[src/rtl/adder_pkg.sv]
// adder_pkg: shared constants, FSM state encoding and width helper for adder_share_arbiter
package adder_pkg;
  localparam int N_DEF = 27;
  typedef logic [1:0] state_t;
  localparam state_t ST_IDLE = 2'd0;
  localparam state_t ST_BURST = 2'd1;
  localparam state_t ST_GAP = 2'd2;
  function automatic int clog2_min1(input int v);
    return (v > 2) ? $clog2(v) : 1;
  endfunction
endpackage

[src/rtl/adder_share_arbiter_if.sv]
// adder_share_arbiter_if: requester flit bus and result bus; slave = arbiter, master = sources/sink
interface adder_share_arbiter_if #(
  parameter int N = adder_pkg::N_DEF,
  parameter int NREQ = 4,
  parameter int IDW = adder_pkg::clog2_min1(NREQ)
);
  logic [NREQ-1:0] req_valid;
  logic [NREQ-1:0] req_last;
  logic [NREQ*N-1:0] req_in1;
  logic [NREQ*N-1:0] req_in2;
  logic [NREQ-1:0] req_ready;
  logic res_valid;
  logic [N-1:0] res_sum;
  logic [IDW-1:0] res_id;
  logic res_last;
  logic res_ready;
  modport master (
    output req_valid, req_last, req_in1, req_in2, res_ready,
    input req_ready, res_valid, res_sum, res_id, res_last
  );
  modport slave (
    input req_valid, req_last, req_in1, req_in2, res_ready,
    output req_ready, res_valid, res_sum, res_id, res_last
  );
endinterface

[src/rtl/adder.sv]
// adder: combinational N-bit unsigned adder, carry dropped (input1, input2 -> sum)
module adder #(
  parameter int N = 27
) (
  input logic [N-1:0] input1,
  input logic [N-1:0] input2,
  output logic [N-1:0] sum
);
  assign sum = input1 + input2;
endmodule

[src/rtl/adder_share_arbiter_rr_pick.sv]
// rr_pick: round-robin priority select, first set bit of req at or above ptr with wrap
// ports: req (requests), ptr (highest-priority index) -> onehot, idx (winner), any (some request set)
module rr_pick
  import adder_pkg::*;
#(
  parameter int NREQ = 4,
  parameter int IDW = clog2_min1(NREQ)
) (
  input logic [NREQ-1:0] req,
  input logic [IDW-1:0] ptr,
  output logic [NREQ-1:0] onehot,
  output logic [IDW-1:0] idx,
  output logic any
);
  logic [NREQ-1:0] rot;
  always_comb begin
    int off;
    int s;
    rot = NREQ'({req, req} >> ptr);
    off = 0;
    for (int i = NREQ - 1; i >= 0; i--) off = rot[i] ? i : off;
    s = int'(ptr) + off;
    idx = IDW'(s >= NREQ ? s - NREQ : s);
    any = |req;
    onehot = any ? NREQ'(1) << idx : '0;
  end
endmodule

[src/rtl/adder_share_arbiter.sv]
// adder_share_arbiter: packet-granular round-robin sharing of one adder among NREQ flit sources
// ports: clk, rst (sync, active high); bus (slave): req_* flit inputs + req_ready, res_* registered result + res_ready
module adder_share_arbiter
  import adder_pkg::*;
#(
  parameter int N = N_DEF,
  parameter int NREQ = 4,
  parameter int PAYLOAD = 20,
  parameter int GAP = 0
) (
  input logic clk,
  input logic rst,
  adder_share_arbiter_if.slave bus
);
  localparam int IDW = clog2_min1(NREQ);
  localparam int FW = clog2_min1(PAYLOAD + 1);
  localparam int GW = clog2_min1(GAP + 1);
  state_t state_q, state_d;
  logic [IDW-1:0] gnt_q, gnt_d, rr_ptr_q, rr_ptr_d, res_id_q, res_id_d, pick_idx;
  logic [NREQ-1:0] gnt_oh_q, gnt_oh_d, pick_oh;
  logic [FW-1:0] flit_cnt_q, flit_cnt_d;
  logic [GW-1:0] gap_cnt_q, gap_cnt_d;
  logic [N-1:0] res_sum_q, res_sum_d, sum;
  logic res_valid_q, res_valid_d, res_last_q, res_last_d;
  logic pick_any, can_take, accept, last_flit, gap_done;
  rr_pick #(.NREQ(NREQ), .IDW(IDW)) u_pick (
    .req(bus.req_valid), .ptr(rr_ptr_q), .onehot(pick_oh), .idx(pick_idx), .any(pick_any)
  );
  adder #(.N(N)) u_adder (
    .input1(bus.req_in1[gnt_q*N +: N]), .input2(bus.req_in2[gnt_q*N +: N]), .sum(sum)
  );
  // the granted source may only push when the output register is free or draining this cycle
  assign can_take = state_q == ST_BURST && (!res_valid_q || bus.res_ready);
  assign accept = can_take && bus.req_valid[gnt_q];
  assign last_flit = bus.req_last[gnt_q] || flit_cnt_q == FW'(PAYLOAD - 1);
  assign gap_done = gap_cnt_q == GW'(GAP - 1);
  assign bus.req_ready = can_take ? gnt_oh_q : '0;
  assign bus.res_valid = res_valid_q;
  assign bus.res_sum = res_sum_q;
  assign bus.res_id = res_id_q;
  assign bus.res_last = res_last_q;
  always_comb begin
    res_valid_d = accept || (res_valid_q && !bus.res_ready);
    res_sum_d = accept ? sum : res_sum_q;
    res_id_d = accept ? gnt_q : res_id_q;
    res_last_d = accept ? last_flit : res_last_q;
  end
  always_comb begin
    state_d = state_q;
    gnt_d = gnt_q;
    gnt_oh_d = gnt_oh_q;
    rr_ptr_d = rr_ptr_q;
    flit_cnt_d = flit_cnt_q;
    gap_cnt_d = gap_cnt_q;
    if (state_q == ST_IDLE && pick_any) begin
      state_d = ST_BURST;
      gnt_d = pick_idx;
      gnt_oh_d = pick_oh;
      flit_cnt_d = '0;
    end
    if (accept) begin
      flit_cnt_d = last_flit ? '0 : flit_cnt_q + 1'b1;
      if (last_flit) begin
        rr_ptr_d = gnt_q == IDW'(NREQ - 1) ? '0 : gnt_q + 1'b1;
        state_d = GAP > 0 ? ST_GAP : ST_IDLE;
      end
    end
    if (state_q == ST_GAP) begin
      gap_cnt_d = gap_done ? '0 : gap_cnt_q + 1'b1;
      state_d = gap_done ? ST_IDLE : ST_GAP;
    end
  end
  always_ff @(posedge clk) begin
    if (rst) begin
      state_q <= ST_IDLE;
      gnt_q <= '0;
      gnt_oh_q <= '0;
      rr_ptr_q <= '0;
      flit_cnt_q <= '0;
      gap_cnt_q <= '0;
      res_valid_q <= 1'b0;
      res_sum_q <= '0;
      res_id_q <= '0;
      res_last_q <= 1'b0;
    end else begin
      state_q <= state_d;
      gnt_q <= gnt_d;
      gnt_oh_q <= gnt_oh_d;
      rr_ptr_q <= rr_ptr_d;
      flit_cnt_q <= flit_cnt_d;
      gap_cnt_q <= gap_cnt_d;
      res_valid_q <= res_valid_d;
      res_sum_q <= res_sum_d;
      res_id_q <= res_id_d;
      res_last_q <= res_last_d;
    end
  end
endmodule

[src/flat_wrapper.sv]
// flat-port wrapper written by rule: the top's interface ports become plain ports
module adder_share_arbiter_flat import adder_pkg::*;
#(
  parameter int N = N_DEF,
  parameter int NREQ = 4,
  parameter int PAYLOAD = 20,
  parameter int GAP = 0
)
  (clk, rst, bus_req_valid, bus_req_last, bus_req_in1, bus_req_in2, bus_res_ready, bus_req_ready, bus_res_valid, bus_res_sum, bus_res_id, bus_res_last);
  adder_share_arbiter_if #(.N(N), .NREQ(NREQ)) bus_i ();
  input logic clk;
  input logic rst;
  input wire logic [$bits(bus_i.req_valid)-1:0] bus_req_valid;
  input wire logic [$bits(bus_i.req_last)-1:0] bus_req_last;
  input wire logic [$bits(bus_i.req_in1)-1:0] bus_req_in1;
  input wire logic [$bits(bus_i.req_in2)-1:0] bus_req_in2;
  input wire logic [$bits(bus_i.res_ready)-1:0] bus_res_ready;
  output wire logic [$bits(bus_i.req_ready)-1:0] bus_req_ready;
  output wire logic [$bits(bus_i.res_valid)-1:0] bus_res_valid;
  output wire logic [$bits(bus_i.res_sum)-1:0] bus_res_sum;
  output wire logic [$bits(bus_i.res_id)-1:0] bus_res_id;
  output wire logic [$bits(bus_i.res_last)-1:0] bus_res_last;
  assign bus_i.req_valid = bus_req_valid;
  assign bus_i.req_last = bus_req_last;
  assign bus_i.req_in1 = bus_req_in1;
  assign bus_i.req_in2 = bus_req_in2;
  assign bus_i.res_ready = bus_res_ready;
  assign bus_req_ready = bus_i.req_ready;
  assign bus_res_valid = bus_i.res_valid;
  assign bus_res_sum = bus_i.res_sum;
  assign bus_res_id = bus_i.res_id;
  assign bus_res_last = bus_i.res_last;
  adder_share_arbiter #(.N(N), .NREQ(NREQ), .PAYLOAD(PAYLOAD), .GAP(GAP)) u_core (.clk(clk), .rst(rst), .bus(bus_i));
endmodule
[config.mk]
export PLATFORM = sky130hd
export DESIGN_NAME = adder_share_arbiter_flat
export DESIGN_NICKNAME = d
export VERILOG_FILES = /design/src/rtl/adder_pkg.sv /design/src/rtl/adder_share_arbiter_if.sv /design/src/rtl/adder.sv /design/src/rtl/adder_share_arbiter_rr_pick.sv /design/src/rtl/adder_share_arbiter.sv /design/src/flat_wrapper.sv
export SDC_FILE = /design/constraint.sdc
export NUM_CORES = 1
export LEC_CHECK = 0
export CELL_PAD_IN_SITES_DETAIL_PLACEMENT = 2
export CELL_PAD_IN_SITES_GLOBAL_PLACEMENT = 2
export CORE_ASPECT_RATIO = 1.75
export CORE_MARGIN = 8
export CORE_UTILIZATION = 22
export CTS_CLUSTER_DIAMETER = 30
export CTS_CLUSTER_SIZE = 24
export DETAILED_ROUTE_END_ITERATION = 7
export PLACE_DENSITY = 0.84
export SYNTH_ARGS = -nofsm -noshare
export SYNTH_HDL_FRONTEND = slang
export SYNTH_SLANG_ARGS = --single-unit
[constraint.sdc]
create_clock -name clk -period 4.73 [get_ports clk]
set_input_delay 0.473 -clock clk [delete_from_list [all_inputs] [get_ports clk]]
set_output_delay 0.473 -clock clk [all_outputs]
set_load 0.02 [all_outputs]
==> flow_summary.html, run 1 <==
<table>
<tr><th>Metric</th><th>Value</th></tr>
<tr><th colspan="2">Status</th></tr>
<tr><td>Run status</td><td>finished clean</td></tr>
<tr><th colspan="2">Cells and area</th></tr>
<tr><td>Design Area, Final</td><td>0.00769 mm^2</td></tr>
<tr><td>Area of the multi-input gates</td><td>0.00355 mm^2</td></tr>
<tr><td>Area Growth Syn to Fin</td><td>64.3%</td></tr>
<tr><td>Footprint of the flip-flops and latches</td><td>~950 um^2</td></tr>
<tr><td>Fraction of layout cells with a size suffix above 1</td><td>between 10% and 20%</td></tr>
<tr><td>Final-stage net count</td><td>between 1000 and 1500</td></tr>
<tr><td>Filler cells</td><td>2267</td></tr>
<tr><th colspan="2">Pwr</th></tr>
<tr><td>Switching part of the total power</td><td>approximately two fifths</td></tr>
<tr><td>Clk pwr share</td><td>17.8%</td></tr>
<tr><td>Switching power of the nets</td><td>between 900 and 1000 uW</td></tr>
<tr><td>Comb pwr share</td><td>between 60% and 70%</td></tr>
<tr><td>Power Total</td><td>roughly 2400 uW</td></tr>
<tr><td>Internal power</td><td>roughly 1400 uW</td></tr>
<tr><td>Static leakage</td><td>between 0.002 and 0.003 uW</td></tr>
<tr><td>Power density over cell area</td><td>307 mW/mm^2</td></tr>
<tr><td>Seq pwr share</td><td>21.6%</td></tr>
<tr><td>Worst IR Drop VDD</td><td>~0.13 mV</td></tr>
<tr><th colspan="2">Drt</th></tr>
<tr><td>DR iter-0 viols</td><td>approximately 110</td></tr>
<tr><td>Average wire per cell in the routed design</td><td>roughly 22 um</td></tr>
<tr><td>Total iterations of the first detailed-routing run</td><td>4</td></tr>
<tr><td>Avg Vias per Cell</td><td>between 5 and 6</td></tr>
<tr><td>Number of vias after detailed routing</td><td>just over 5000</td></tr>
<tr><td>Count of antenna-violating nets left after detailed routing</td><td>0</td></tr>
<tr><td>DRC violations left</td><td>0</td></tr>
<tr><td>Drt total wl</td><td>22100 um</td></tr>
<tr><th colspan="2">Clocking</th></tr>
<tr><td>Total clock buffers created by CTS</td><td>5</td></tr>
<tr><td>Hold Buf Count CTS</td><td>0</td></tr>
<tr><td>Clk sink count</td><td>between 40 and 50</td></tr>
<tr><td>Maximum buffer depth of the clock tree</td><td>2</td></tr>
<tr><td>Worst-skew pair later-pin latency</td><td>about 0.29 ns</td></tr>
<tr><td># Post-CTS Setup Buffers</td><td>0</td></tr>
<tr><td>Clock-pin slew reported for the worst setup and hold paths after clock tree synthesis</td><td>0.06 ns</td></tr>
<tr><td>H-tree lvl count</td><td>2</td></tr>
<tr><td>Number of instances resized during post-cts repair</td><td>0</td></tr>
<tr><td>TritonCTS clock tree</td><td>yes</td></tr>
<tr><td>Root buffer cell</td><td>clkbuf_16</td></tr>
<tr><th colspan="2">Setup path</th></tr>
<tr><td>Data required time of the critical path</td><td>between 4 and 5 ns</td></tr>
<tr><td>Arrival time reported for the critical path endpoint</td><td>about 3.8 ns</td></tr>
<tr><td>Endpoint class of the critical path</td><td>flop</td></tr>
<tr><td>Master of the slowest instance on the critical path</td><td>dfxtp_4</td></tr>
<tr><td>Cell family with most CP delay</td><td>compound AO/OA/AOI/OAI gates</td></tr>
<tr><td>Critical Path Fanout Max</td><td>33</td></tr>
<tr><td>CP cell instances</td><td>buf_12 -&gt; mux4_2 -&gt; ha_1 -&gt; a21oi_1 -&gt; o21a_1 -&gt; nor3_1 -&gt; a211oi_1 -&gt; o31ai_4 -&gt; a311o_1</td></tr>
<tr><td>Number of buffer and inverter stages on the critical path</td><td>1</td></tr>
<tr><td>Type of element launching the critical path</td><td>flop</td></tr>
<tr><td>Slowest stage delay, CP</td><td>0.73 ns</td></tr>
<tr><td>Classification of the worst setup path</td><td>flop to flop</td></tr>
<tr><th colspan="2">Placement</th></tr>
<tr><td>HPWL after detailed placement</td><td>about 19000 um</td></tr>
<tr><td>Worst setup slack before clock tree synthesis</td><td>1.05 ns</td></tr>
<tr><td>Final GP Congestion</td><td>around 0.78</td></tr>
<tr><td>Cell Area, Placed</td><td>approximately 0.0075 mm^2</td></tr>
<tr><td>Port-buffer cells</td><td>261</td></tr>
<tr><th colspan="2">Floorplanning</th></tr>
<tr><td>Number of cell rows</td><td>70</td></tr>
<tr><td>Total I/O pin count</td><td>roughly 260</td></tr>
<tr><td>Vertical die dimension</td><td>approximately 210 um</td></tr>
<tr><td>Die area</td><td>0.0264 mm^2</td></tr>
<tr><td>Core region area</td><td>0.0209 mm^2</td></tr>
<tr><td>Initial core utilization</td><td>approximately 22%</td></tr>
<tr><td>Floorplan die width</td><td>approximately 130 um</td></tr>
<tr><th colspan="2">Yosys</th></tr>
<tr><td>Gate Count Post-Synth</td><td>~510</td></tr>
<tr><td>Async set-or-reset flop fraction in the synthesized netlist</td><td>0%</td></tr>
<tr><td>Number of enable-type register cells in the synthesized netlist</td><td>0</td></tr>
<tr><td>Post-Syn Area</td><td>around 0.0047 mm^2</td></tr>
<tr><td>Seq cells post-synth</td><td>47</td></tr>
<tr><td>Predominant post-synthesis flop cell</td><td>dfxtp_1</td></tr>
<tr><td>Warnings from Yosys</td><td>0</td></tr>
<tr><td>Seq/Total Area, Yosys</td><td>20.1%</td></tr>
<tr><td>Per-instance average area after synthesis</td><td>around 9 um^2</td></tr>
<tr><td>Number of distinct library cell variants in the gate-level netlist after synthesis</td><td>62</td></tr>
<tr><td>Syn Nets</td><td>around 770</td></tr>
<tr><th colspan="2">STA</th></tr>
<tr><td>Final Cycle Share</td><td>roughly 77%</td></tr>
<tr><td>Final Hold Slack</td><td>roughly 0.45 ns</td></tr>
<tr><td>Transition time at the pin with the least slew margin</td><td>0.845 ns</td></tr>
<tr><td>Remaining max-slew budget at the tightest pin</td><td>43.6%</td></tr>
<tr><td>Final hold violation count</td><td>0</td></tr>
<tr><td>Number of max-slew violations in the final report</td><td>0</td></tr>
<tr><td>Maximum clock skew at final layout</td><td>about 0.0042 ns</td></tr>
<tr><td>Time the final worst path needs with I/O delays and setup</td><td>roughly 3.6 ns</td></tr>
<tr><td>Final sum of negative setup slack</td><td>0 ns</td></tr>
<tr><td># setup viols final</td><td>0</td></tr>
<tr><td>Least setup slack across all paths after layout</td><td>1.09 ns</td></tr>
<tr><td>Highest clock frequency the design can meet</td><td>275 MHz</td></tr>
<tr><td>RSZ-0062 raised after global routing</td><td>false</td></tr>
<tr><th colspan="2">Run</th></tr>
<tr><td>Max-cap violations</td><td>0</td></tr>
<tr><th colspan="2">GRT</th></tr>
<tr><td>First-pass GRT wire length</td><td>between 30000 and 40000 um</td></tr>
<tr><td>Number of global-route vias before repair</td><td>a little over 6000</td></tr>
<tr><td>Global-route congestion overflow total</td><td>0</td></tr>
<tr><td>Gr usage total</td><td>16.7%</td></tr>
<tr><td>Number of antenna violations at the first check in global routing</td><td>1</td></tr>
<tr><td>Pin count of the biggest net entering global routing</td><td>51</td></tr>
<tr><th colspan="2">Hold path</th></tr>
<tr><td>Worst min-delay path category</td><td>flop to flop</td></tr>
</table>
## power by group through the flow
stage	Sequential, uW	Clock (uW)	Combinational (uW)
after global routing	523	445	1560
after global placement	519	0	1410
after floorplan	544	0	850
after CTS	514	434	1460
after detailed placement	523	0	1450
final	512	421	1430
## routing by layer
layer / up-vias / wire length, um / GRT usage [%]
li1: 2422 / - / -
met4: 0 / 631 / 6.01
met2: 144 / 12700 / 33.3
met1: 2554 / 7680 / 16.2
met5: - / 0 / 0
met3: 30 / 1050 / 3.34
## worst paths after layout
path	end	cells past startpoint	from	slack, ns
worst min-delay path	u_core.gnt_oh_q[1]	2	u_core.gnt_oh_q[1]	0.45
worst max-delay path	u_core.bus.res_sum[24]	9	u_core.gnt_q[0]	1.09
worst max register to register	u_core.bus.res_sum[24]	9	u_core.gnt_q[0]	1.09
worst min register to register	u_core.gnt_oh_q[1]	2	u_core.gnt_oh_q[1]	0.45
## flip-flops by register name, indices dropped and copies added, names as in the netlist
name and cells:
u_core.bus.res_sum 27, u_core.flit_cnt_q 5, u_core.gnt_oh_q 4, u_core.bus.res_id 2, u_core.gnt_q 2, u_core.rr_ptr_q 2
u_core.state_q 2, u_core.bus.res_last 1, u_core.bus.res_valid 1, u_core.gap_cnt_q 1
## through the flow
step                std cells  util, %
floorplan                 508        -
global placement          993     35.9
detailed placement        993     35.9
CTS                      1001     36.7
global route             1002     36.8
finish                   1002     36.8
## tightest hold or removal path: cells and delay by family (launching register included)
kind,cells,cell delay (ns)
AOI/OAI and AO/OA,1,0.05
DFF,1,0.31
and+or+nand+nor,1,0.05
## layout make-up
cell class	count	area share [%]
diodes	1	0.0325
clock buffers	6	1.80
clock inverters	2	0.455
inverters	11	0.537
multi-input cells	418	46.2
flip-flops and latches	47	12.3
well taps	252	4.10
repair buffers	265	34.6
## layout by cell type, fill, tap and decap left out, drive strengths merged, types with 3 or more instances in the layout
cell type,synthesis,routed
a21oi,54,54
nor3,13,13
dfxtp,47,47
ha,29,29
o21ai,33,33
or3,8,8
nand3,17,17
inv,11,11
and2,6,6
a21o,8,8
xnor2,14,14
clkdlybuf4s50,0,260
xor2,9,9
o211ai,9,9
nor2,32,32
buf,13,5
nand2b,4,4
nand4,4,4
and2b,3,3
and3,6,6
nor3b,3,3
a31oi,5,5
mux4,54,54
clkbuf,19,6
nand2,62,62
a211oi,8,8
o21a,6,6
## cell usage after synthesis, types with 2 or more instances
| master | number | area share, % |
|---|---|---|
| a211oi_1 | 6 | 0.96 |
| a211oi_2 | 2 | 0.53 |
| a21o_1 | 8 | 1.3 |
| a21oi_1 | 54 | 5.8 |
| a31oi_1 | 3 | 0.40 |
| and2_1 | 6 | 0.80 |
| and2b_1 | 2 | 0.32 |
| and3_1 | 6 | 0.80 |
| buf_2 | 10 | 1.1 |
| buf_6 | 2 | 0.48 |
| clkbuf_1 | 18 | 1.4 |
| dfxtp_1 | 47 | 20 |
| ha_1 | 29 | 7.7 |
| inv_1 | 11 | 0.88 |
| mux4_2 | 54 | 26 |
| nand2_1 | 61 | 4.9 |
| nand2b_1 | 4 | 0.53 |
| nand3_1 | 17 | 1.8 |
| nand4_1 | 4 | 0.53 |
| nor2_1 | 32 | 2.6 |
| nor3_1 | 13 | 1.4 |
| nor3b_1 | 3 | 0.48 |
| o2111ai_1 | 2 | 0.37 |
| o211a_1 | 2 | 0.43 |
| o211ai_1 | 7 | 1.1 |
| o211ai_2 | 2 | 0.53 |
| o21a_1 | 6 | 0.96 |
| o21ai_0 | 33 | 3.5 |
| o21bai_1 | 2 | 0.32 |
| o22ai_1 | 2 | 0.27 |
| o311ai_0 | 2 | 0.37 |
| or3_1 | 8 | 1.1 |
| xnor2_1 | 13 | 2.4 |
| xor2_1 | 9 | 1.7 |
## kinds of logic (layout without fill, tap and decap cells)
kind of cell,Yosys count,after routing,synth area share (%)
compound gates,143,143,19.8
xor+xnor,23,23,4.46
flops,47,47,20.1
mux,55,55,26.2
buf+inv,43,284,4.06
fa+ha+maj,31,31,8.41
simple gates,166,166,17.0
other cells,0,1,0
Power figures use the tool's default switching activity.
==> inputs of run 2 (changes only) <==
- clock period: 4.73 -> 3.5 ns (I/O delays scaled with it)
==> run 2 against run 1 <==
Compared with the run above:
- clock skew is 0.0027 ns higher
- clock power is 15% higher
- routed wire length is 2.9% lower
- largest power group unchanged
- sequential cell count stayed put
- cell count is 0.80% higher
- combinational power is 37% higher
- critical endpoint unchanged
- non-clock buffer count is 9 higher
==> flow_summary.html, run 2 (synthesis gave the netlist of run 1 again) <==
<table>
<tr><th>Metric</th><th>Value</th></tr>
<tr><th colspan="2">STA</th></tr>
<tr><td>Transition time at the pin with the least slew margin</td><td>0.648 ns (was 0.845 ns)</td></tr>
<tr><td>Final sum of negative setup slack</td><td>0 ns (unchanged)</td></tr>
<tr><td>Remaining max-slew budget at the tightest pin</td><td>56.5% (was 43.6%)</td></tr>
<tr><td>Number of max-slew violations in the final report</td><td>0 (unchanged)</td></tr>
<tr><td>Maximum clock skew at final layout</td><td>0.00687 ns (was 0.00416 ns)</td></tr>
<tr><td># setup viols final</td><td>0 (unchanged)</td></tr>
<tr><td>Final hold violation count</td><td>0 (unchanged)</td></tr>
<tr><td>Final Cycle Share</td><td>92.9% (was 76.9%)</td></tr>
<tr><td>Time the final worst path needs with I/O delays and setup</td><td>3.25 ns (was 3.64 ns)</td></tr>
<tr><td>RSZ-0062 raised after global routing</td><td>false (unchanged)</td></tr>
<tr><td>Highest clock frequency the design can meet</td><td>307 MHz (was 275 MHz)</td></tr>
<tr><th colspan="2">Clocking</th></tr>
<tr><td>TritonCTS clock tree</td><td>yes (unchanged)</td></tr>
<tr><td>Hold Buf Count CTS</td><td>0 (unchanged)</td></tr>
<tr><td>Clock-pin slew reported for the worst setup and hold paths after clock tree synthesis</td><td>0.07 ns (was 0.06 ns)</td></tr>
<tr><td>H-tree lvl count</td><td>2 (unchanged)</td></tr>
<tr><td># Post-CTS Setup Buffers</td><td>0 (unchanged)</td></tr>
<tr><td>Clk sink count</td><td>47 (unchanged)</td></tr>
<tr><td>Maximum buffer depth of the clock tree</td><td>2 (unchanged)</td></tr>
<tr><td>Total clock buffers created by CTS</td><td>5 (unchanged)</td></tr>
<tr><td>Root buffer cell</td><td>clkbuf_16 (unchanged)</td></tr>
<tr><td>Worst-skew pair later-pin latency</td><td>0.29 ns (about the same)</td></tr>
<tr><td>Number of instances resized during post-cts repair</td><td>0 (unchanged)</td></tr>
<tr><th colspan="2">Cells and area</th></tr>
<tr><td>Area Growth Syn to Fin</td><td>65.5% (was 64.3%)</td></tr>
<tr><td>Finished Layout Cells</td><td>1010 (was 1002)</td></tr>
<tr><td>Ant. Diodes</td><td>0 (was 1)</td></tr>
<tr><td>Flip-flop count of the largest register after layout</td><td>27 (unchanged)</td></tr>
<tr><td>Design Area, Final</td><td>0.00775 mm^2 (was 0.00769 mm^2)</td></tr>
<tr><td>Most frequent cells in the layout</td><td>clkdlybuf4s50_1 (260), nand2_1 (61), mux4_2 (54), a21oi_1 (54), dfxtp_1 (45) (unchanged)</td></tr>
<tr><td>Final-stage net count</td><td>1014 (was 1005)</td></tr>
<tr><td>Fraction of layout cells with a size suffix above 1</td><td>12.4% (was 11.2%)</td></tr>
<tr><td>Most common cell after layout, fill and taps aside</td><td>clkdlybuf4s50_1 (unchanged)</td></tr>
<tr><th colspan="2">Drt</th></tr>
<tr><td>Total iterations of the first detailed-routing run</td><td>4 (unchanged)</td></tr>
<tr><td>Avg Vias per Cell</td><td>5.12 (was 5.14)</td></tr>
<tr><td>DR iter-0 viols</td><td>143 (was 107)</td></tr>
<tr><td>Count of antenna-violating nets left after detailed routing</td><td>0 (unchanged)</td></tr>
<tr><td>Average wire per cell in the routed design</td><td>21.2 um (was 22.0 um)</td></tr>
<tr><td>Number of vias after detailed routing</td><td>5167 (was 5150)</td></tr>
<tr><td>Drt total wl</td><td>21400 um (was 22100 um)</td></tr>
<tr><td>DRC violations left</td><td>0 (unchanged)</td></tr>
<tr><th colspan="2">Floorplanning</th></tr>
<tr><td>Number of cell rows</td><td>70 (unchanged)</td></tr>
<tr><td>Initial core utilization</td><td>22.4% (unchanged)</td></tr>
<tr><td>Core region area</td><td>0.0209 mm^2 (unchanged)</td></tr>
<tr><td>Total I/O pin count</td><td>262 (unchanged)</td></tr>
<tr><td>Die area</td><td>0.0264 mm^2 (unchanged)</td></tr>
<tr><td>Floorplan die width</td><td>126 um (unchanged)</td></tr>
<tr><td>Vertical die dimension</td><td>209 um (unchanged)</td></tr>
<tr><th colspan="2">Setup path</th></tr>
<tr><td>Arrival time reported for the critical path endpoint</td><td>3.43 ns (was 3.82 ns)</td></tr>
<tr><td>CP cell instances</td><td>buf_12 -&gt; mux4_2 -&gt; ha_1 -&gt; a21oi_1 -&gt; o21a_1 -&gt; nor3_1 -&gt; a211oi_1 -&gt; o31ai_4 -&gt; a311o_1 (unchanged)</td></tr>
<tr><td>Slowest stage delay, CP</td><td>0.54 ns (was 0.73 ns)</td></tr>
<tr><td>Type of element launching the critical path</td><td>flop (unchanged)</td></tr>
<tr><td>Critical Path Fanout Max</td><td>33 (unchanged)</td></tr>
<tr><td>Cell family with most CP delay</td><td>compound AO/OA/AOI/OAI gates (unchanged)</td></tr>
<tr><td>Endpoint class of the critical path</td><td>flop (unchanged)</td></tr>
<tr><td>R2R cell count</td><td>9 (unchanged)</td></tr>
<tr><td>Master of the slowest instance on the critical path</td><td>mux4_2 (was dfxtp_4)</td></tr>
<tr><td>Number of buffer and inverter stages on the critical path</td><td>1 (unchanged)</td></tr>
<tr><td>Stages on worst setup path</td><td>9 (unchanged)</td></tr>
<tr><td>Data required time of the critical path</td><td>3.68 ns (was 4.91 ns)</td></tr>
<tr><td>Classification of the worst setup path</td><td>flop to flop (unchanged)</td></tr>
<tr><th colspan="2">Pwr</th></tr>
<tr><td>Worst IR Drop VDD</td><td>0.182 mV (was 0.130 mV)</td></tr>
<tr><td>Power density over cell area</td><td>402 mW/mm^2 (was 307 mW/mm^2)</td></tr>
<tr><td>Static leakage</td><td>0.00276 uW (was 0.00273 uW)</td></tr>
<tr><th colspan="2">Placement</th></tr>
<tr><td>Cell Area, Placed</td><td>0.00760 mm^2 (was 0.00752 mm^2)</td></tr>
<tr><td>Final GP Congestion</td><td>0.776 (was 0.781)</td></tr>
<tr><td>HPWL after detailed placement</td><td>18800 um (was 19100 um)</td></tr>
<tr><td>Port-buffer cells</td><td>261 (unchanged)</td></tr>
<tr><td>Number of cells after detailed placement</td><td>1002 (was 993)</td></tr>
<tr><th colspan="2">Hold path</th></tr>
<tr><td>Worst min-delay path category</td><td>flop to flop (unchanged)</td></tr>
<tr><td>Cell depth of the worst min-delay path</td><td>2 (unchanged)</td></tr>
<tr><th colspan="2">GRT</th></tr>
<tr><td>Pin count of the biggest net entering global routing</td><td>44 (was 51)</td></tr>
<tr><td>Gr usage total</td><td>16.2% (was 16.7%)</td></tr>
<tr><td>First-pass GRT wire length</td><td>33700 um (was 34400 um)</td></tr>
<tr><td>Number of global-route vias before repair</td><td>6171 (was 6091)</td></tr>
<tr><td>Global-route congestion overflow total</td><td>0 (unchanged)</td></tr>
<tr><td>Number of antenna violations at the first check in global routing</td><td>0 (was 1)</td></tr>
<tr><th colspan="2">Run</th></tr>
<tr><td>Max-cap violations</td><td>0 (unchanged)</td></tr>
<tr><th colspan="2">Status</th></tr>
<tr><td>Run status</td><td>finished clean (unchanged)</td></tr>
</table>
run 2: cell types whose count changed in the layout (fill, tap and decap cells not counted), sizes merged:
cell and change:
inv +1, clkinvlp +2, clkinv -1, diode -1, buf +9, bufinv -1
clkbuf -1
run 2: worst register-to-register path, cell delays in order, from the launching register on:
cell and delay [ns]:
dfxtp_4 0.49, buf_12 0.27, mux4_2 0.59, ha_1 0.38, a21oi_1 0.23, o21a_1 0.21
nor3_1 0.07, a211oi_1 0.39, o31ai_4 0.16, a311o_1 0.34
run 2: per-layer routing:
metal | routed length, um | vias up | global-route usage, %
li1 | - | 2449 | -
met1 | 7600 | 2583 | 15.7
met2 | 12600 | 118 | 33.2
met3 | 886 | 17 | 3.01
met4 | 371 | 0 | 4.09
met5 | 0 | - | 0
run 2: cell type report:
type                    instances  area, um^2
fillers                      2255       13200
multi-input cells             418        3560
repair buffers                274        2740
flip-flops and latches         47         946
well taps                     252         315
clock buffers                   5         125
inverters                      11        41.3
clock inverters                 3        23.8
run 2: final timing paths:
check | startpoint | slack, ns | to
setup / recovery | u_core.gnt_q[0] | 0.25 | u_core.bus.res_sum[24]
hold / removal | u_core.gnt_oh_q[0] | 0.45 | u_core.gnt_oh_q[0]
setup reg to reg | u_core.gnt_q[0] | 0.25 | u_core.bus.res_sum[24]
hold reg to reg | u_core.gnt_oh_q[0] | 0.45 | u_core.gnt_oh_q[0]
run 2: power breakdown:
| group | internal (uW) | switching (uW) | total, uW |
|---|---|---|---|
| registers | 611 | 62.5 | 674 |
| logic | 973 | 986 | 1960 |
| clock network | 267 | 216 | 483 |
run 2: through the flow:
stage | utilization [%] | hold WS, ns | total power [uW] | setup WS (ns)
after CTS | 37.0 | 0.456 | 3170 | 0.179
final | 37.0 | 0.451 | 3120 | 0.248
after global routing | 37.0 | 0.477 | 3350 | 0.0142
after floorplan | - | 0.427 | 1890 | 0.195
after detailed placement | 36.3 | 0.446 | 2670 | 0.0539
after global placement | 36.3 | 0.435 | 2630 | 0.121
